$ cat src/rtl/cocochip_peak_detector.sv
// cocochip_peak_detector: settles after a MUX channel change, then reports the peak of each fixed-size sample window
// Optional build macro PEAK_TO_PEAK_EN: also track the window minimum and report max - min instead of the raw maximum.
module cocochip_peak_detector #(
    parameter int SETTLE_CYCLES  = 64,
    parameter int WINDOW_SAMPLES = 256
) (
    input  logic       clk,
    input  logic       reset,
    input  logic       enable,
    input  logic [1:0] channel_sel,
    input  logic [7:0] sample_in,
    input  logic       sample_valid,
    output logic [7:0] adc_data,
    output logic       adc_data_valid,
    output logic       adc_clip
);
    localparam int CW = $clog2(WINDOW_SAMPLES + 1);
    localparam int SW = $clog2(SETTLE_CYCLES + 1);

    typedef enum logic [1:0] {IDLE, SETTLE, ACQUIRE, REPORT} state_t;

    state_t        state_q;
    logic [1:0]    chan_q;
    logic [SW-1:0] settle_q;
    logic [CW-1:0] count_q;
    logic [CW-1:0] count_d;
    logic [7:0]    peak_q;
    logic [7:0]    peak_d;
    logic          clip_q;
    logic          clip_d;
    logic [7:0]    data_q;
    logic          valid_q;
    logic          aclip_q;
    logic [7:0]    result;
    logic          first;
    logic          last;
    logic          halt;
    logic          changed;
`ifdef PEAK_TO_PEAK_EN
    logic [7:0]    min_q;
    logic [7:0]    min_d;
`endif

    assign adc_data       = data_q;
    assign adc_data_valid = valid_q;
    assign adc_clip       = aclip_q;

    // Merge the incoming sample into the running window statistics; the first sample of a window always loads.
    always_comb begin
        first   = count_q == '0;
        peak_d  = (first || sample_in > peak_q) ? sample_in : peak_q;
        clip_d  = (first ? 1'b0 : clip_q) | (sample_in == 8'hFF);
        count_d = count_q + 1'b1;
        last    = count_d == CW'(WINDOW_SAMPLES);
        halt    = !enable || channel_sel == 2'b11;
        changed = channel_sel != chan_q;
`ifdef PEAK_TO_PEAK_EN
        min_d   = (first || sample_in < min_q) ? sample_in : min_q;
        result  = peak_d - min_d;
`else
        result  = peak_d;
`endif
    end

    // Control FSM; the result registers load on the edge that accepts the last window sample, so the strobe is the REPORT cycle.
    always_ff @(posedge clk or posedge reset) begin
        if (reset) begin
            state_q  <= IDLE;
            chan_q   <= 2'b00;
            settle_q <= '0;
            count_q  <= '0;
            peak_q   <= 8'd0;
            clip_q   <= 1'b0;
            data_q   <= 8'd0;
            valid_q  <= 1'b0;
            aclip_q  <= 1'b0;
`ifdef PEAK_TO_PEAK_EN
            min_q    <= 8'd0;
`endif
        end else begin
            chan_q  <= channel_sel;
            valid_q <= 1'b0;
            if (state_q == IDLE) begin
                if (!halt) begin
                    state_q  <= SETTLE;
                    settle_q <= SW'(SETTLE_CYCLES);
                end
            end else if (halt) begin
                state_q <= IDLE;
            end else if (changed) begin
                state_q  <= SETTLE;
                settle_q <= SW'(SETTLE_CYCLES);
            end else if (state_q == SETTLE) begin
                settle_q <= settle_q - 1'b1;
                if (settle_q == SW'(1)) begin
                    state_q <= ACQUIRE;
                    count_q <= '0;
                    peak_q  <= 8'd0;
                    clip_q  <= 1'b0;
`ifdef PEAK_TO_PEAK_EN
                    min_q   <= 8'd0;
`endif
                end
            end else if (sample_valid) begin
`ifdef PEAK_TO_PEAK_EN
                min_q <= last ? 8'd0 : min_d;
`endif
                if (last) begin
                    state_q <= REPORT;
                    count_q <= '0;
                    peak_q  <= 8'd0;
                    clip_q  <= 1'b0;
                    data_q  <= result;
                    aclip_q <= clip_d;
                    valid_q <= 1'b1;
                end else begin
                    state_q <= ACQUIRE;
                    count_q <= count_d;
                    peak_q  <= peak_d;
                    clip_q  <= clip_d;
                end
            end else begin
                state_q <= ACQUIRE;
            end
        end
    end
endmodule

$ cat config.mk
export PLATFORM = sky130hd
export DESIGN_NAME = cocochip_peak_detector
export DESIGN_NICKNAME = d
export VERILOG_FILES = /design/src/rtl/cocochip_peak_detector.sv
export SDC_FILE = /design/constraint.sdc
export NUM_CORES = 1
export LEC_CHECK = 0
export CORE_ASPECT_RATIO = 1.25
export CORE_UTILIZATION = 40
export CTS_BUF_LIST = sky130_fd_sc_hd__clkbuf_8
export DETAILED_ROUTE_END_ITERATION = 6
export PLACE_DENSITY = 0.69
export SYNTH_ARGS = -nofsm -noshare
export SYNTH_HDL_FRONTEND = slang
export SYNTH_SLANG_ARGS = --single-unit
$ cat constraint.sdc
create_clock -name clk -period 4.27 [get_ports clk]
set_clock_uncertainty 0.15 [all_clocks]
set_input_delay 1.281 -clock clk [delete_from_list [all_inputs] [get_ports clk]]
set_output_delay 1.281 -clock clk [all_outputs]
set_load 0.05 [all_outputs]
==> metrics.md <==
| Metric | Value |
|---|---|
| Status | completed |
| Gpl congestion | 0.848 |
| Starting density of the core | 0.424 |
| Crit. Startpoint | channel_sel[1] |
| Synth Flop Type | dfrtp_1 |
| Least-Margin Pin Slew | around 680 ps |
| Cell with the most instances after synthesis | dfrtp_1 |
| RR Startpoint | settle_q[2] |
| Adder-Cell Fraction of Synth Area | 0.0682 |
| Dpl hpwl | 3130 um |
| Setup TNS | 0 ps |
| Die area | 0.00580 sq mm |
| Sw Pwr | 0.000221 W |
| Compound-Gate Fraction of Synth Area | 0.171 |
| RSZ-0062 raised after global routing | false |
| Endpoint class of the critical path | flop |
| Final Hold Vio Count | 0 |
| Post-Layout Cell Count | 317 |
| DRC Markers | 0 |
| Diode count | 0 |
| Arr. time, crit path | 3550 ps |
| CTS tree | done |
| Sw Share | 0.272 |
| Final #Nets | 280 |
| CTS resizes | 0 |
| Maximum vdd ir drop | a little over 0.0002 V |
| DRT iter0 DRCs | 122 |
| Root Driver | clkbuf_8 |
| Max cap viols | 0 |
| Mux cell area share after synthesis | 0.0455 |
| Grt total ovfl | 0 |
| Clock transition at the registers of the reported paths | 80 ps |
| LEAKAGE | 1.11 nW |
| Htree depth | 2 |
| Worst setup path class | input pin to flop |
| Async S/R FF share, synth | 1.00 |
| Number of cells in the design after placement | ~310 |
| Endpoints failing setup | 0 |
| Initial antenna violation count | 0 |
| Layout cells sized above 1 | 0.0706 |
| Final Cell Area | 0.00260 sq mm |
| PortBufs | 23 |
| Clock share of power | 0.346 |
| I/O pin cnt | 24 |
| Post-CTS Setup Repair Bufs | 0 |
| Worst-skew pair later-pin latency | 290 ps |
| Register area share after synthesis | 0.443 |
| Fmax | 0.288 GHz |
| Worst path required time | 4350 ps |
| Via count of the first global-routing pass | 1693 |
| Worst hold start | adc_data[7] |
| Hold WC Path Type | flop to flop |
| Max Fanout on Critical Path | 19 |
| Area delta synth->final | 18.0% |
| Internal power | 0.000591 W |
| Post-synth top cells | dfrtp_1, nand2_1, inv_1 |
| First-pass GRT wire length | ~7800 um |
| Min Tclk post-route | 3470 ps |
| Slew HR | 0.546 |
| Avg Cell Area, Syn | slightly below 10 sq um |
| Number of synthesized flops with an enable pin | 0 |
| Synth top area share | 0.443 |
| Pin count of the biggest net entering global routing | 40 |
| Net count after synthesis | 255 |
| WL per Instance | 13.9 um |
| Placement Cell Area | between 0.002 and 0.0025 sq mm |
| FF+latch count, synth | 39 |
| PwrDens | between 300 and 400 mW/mm^2 |
| Post-synthesis simple-gate area fraction | 0.197 |
| Sink Count | 39 |
| Cell taking the most area after synthesis | dfrtp_1 |
| Slew Limit Fails | 0 |
| ANT nets after route | 0 |
| Die span in x | 68.3 um |
| Synth unique cells | 45 |
| Clock buffer count from CTS | 5 |
| First-pass detailed-route iteration total | 4 |
| Core area | 0.00519 sq mm |
| Crit share post-route | 0.813 |
| Hold_buf cts | 0 |
| Routed vias/inst | 5.63 |
| Vert. Die Dim | 84.9 um |
| Largest family of logic cells by synthesized area | simple AND/OR/NAND/NOR gates |
| Final Power | 0.000812 W |
| Routed WL | ~4400 um |
| Gr usage total | 0.177 |
| Post-Syn Instances | around 230 |
| Syn Std Cell Area | 0.00220 sq mm |
| Yosys warns | 0 |
| Power share of the combinational group | 0.145 |
| CTS Buffer Depth | 2 |
| Post-synthesis xor/xnor area fraction | 0.0239 |
| Detailed-route via count | 1786 |
| Area contributors post-synth | dfrtp_1, ha_1, nand2_1, mux2i_1, a22o_1 |
| Num rows | 29 |
| CP Launch Type | input pin |
| Sequential share of power | 0.510 |
[layout make-up]
type / instances / area, sq um
inverters: 18 / 67.6
repair buffers: 26 / 253
flip-flops and latches: 39 / 976
multi-input cells: 164 / 1120
clock inverters: 1 / 7.51
well taps: 62 / 77.6
fillers: 503 / 2590
clock buffers: 7 / 96.3
[state kept, by name (all words and copies together) (netlist names)]
| register | flops |
|---|---|
| settle_q | 7 |
| count_q | 9 |
| chan_q | 2 |
| adc_clip | 1 |
| peak_q | 8 |
| state_q | 2 |
| clip_q | 1 |
| adc_data_valid | 1 |
| adc_data | 8 |
[path summary, 6_finish.rpt]
path | cells past startpoint | slack [ps] | end
setup / recovery | 7 | 800 | peak_q[0]
hold reg to reg | 2 | 340 | adc_data[7]
min in group asynchronous | 3 | 1260 | peak_q[3]
max in group asynchronous | 3 | 2360 | chan_q[0]
hold / removal | 2 | 340 | adc_data[7]
setup reg to reg | 6 | 1810 | peak_q[0]
[power by group through the flow]
| stage | Combinational (W) | Sequential (W) | Clock [W] |
|---|---|---|---|
| floorplan | 0.0000830 | 0.000416 | 0 |
| global placement | 0.000116 | 0.000421 | 0 |
| detailed placement | 0.000118 | 0.000421 | 0 |
| CTS | 0.000119 | 0.000414 | 0.000290 |
| global route | 0.000134 | 0.000419 | 0.000306 |
| finish | 0.000117 | 0.000414 | 0.000281 |
[placed cells by master (no fill, tap or decap), types with 4 or more instances in the layout]
master,instances
nor2_1,11
xor2_1,5
clkbuf_8,7
nand4_1,5
mux2i_1,10
clkdlybuf4s50_1,23
o21ai_0,12
dfrtp_1,39
nand2_1,28
o21ai_1,9
or4_1,4
a21oi_1,7
o31ai_1,4
ha_1,12
inv_1,18
nand2b_1,5
nand3_1,11
a22o_1,9
[routing by layer]
layer,wire (um),GRT usage,share of wire
met1,1950,0.230,0.44
met2,2180,0.279,0.50
met3,171,0.0296,0.039
met4,97,0.0852,0.022
met5,0,0,0
[through the flow]
| stage | worst slack, ps | utilization | hold WS (ps) |
|---|---|---|---|
| final | 800 | 0.500 | 338 |
| after global routing | 537 | 0.500 | 367 |
| after CTS | 823 | 0.500 | 345 |
| after detailed placement | 524 | 0.480 | 327 |
| after global placement | 573 | 0.480 | 316 |
| after floorplan | 1280 | - | 323 |
[logic make-up after synthesis]
family          count (synthesis)
mux                            10
flops                          39
xor+xnor                        6
compound gates                 57
simple gates                   79
fa+ha+maj                      12
buf+inv                        26
[critical path, stage by stage]
cell,delay (ps)
clkdlybuf4s50_1,590
xor2_1,240
nor3_1,70
o21ai_0,270
nand2b_1,580
a21o_1,330
a22o_1,190
Power figures use the tool's default switching activity.
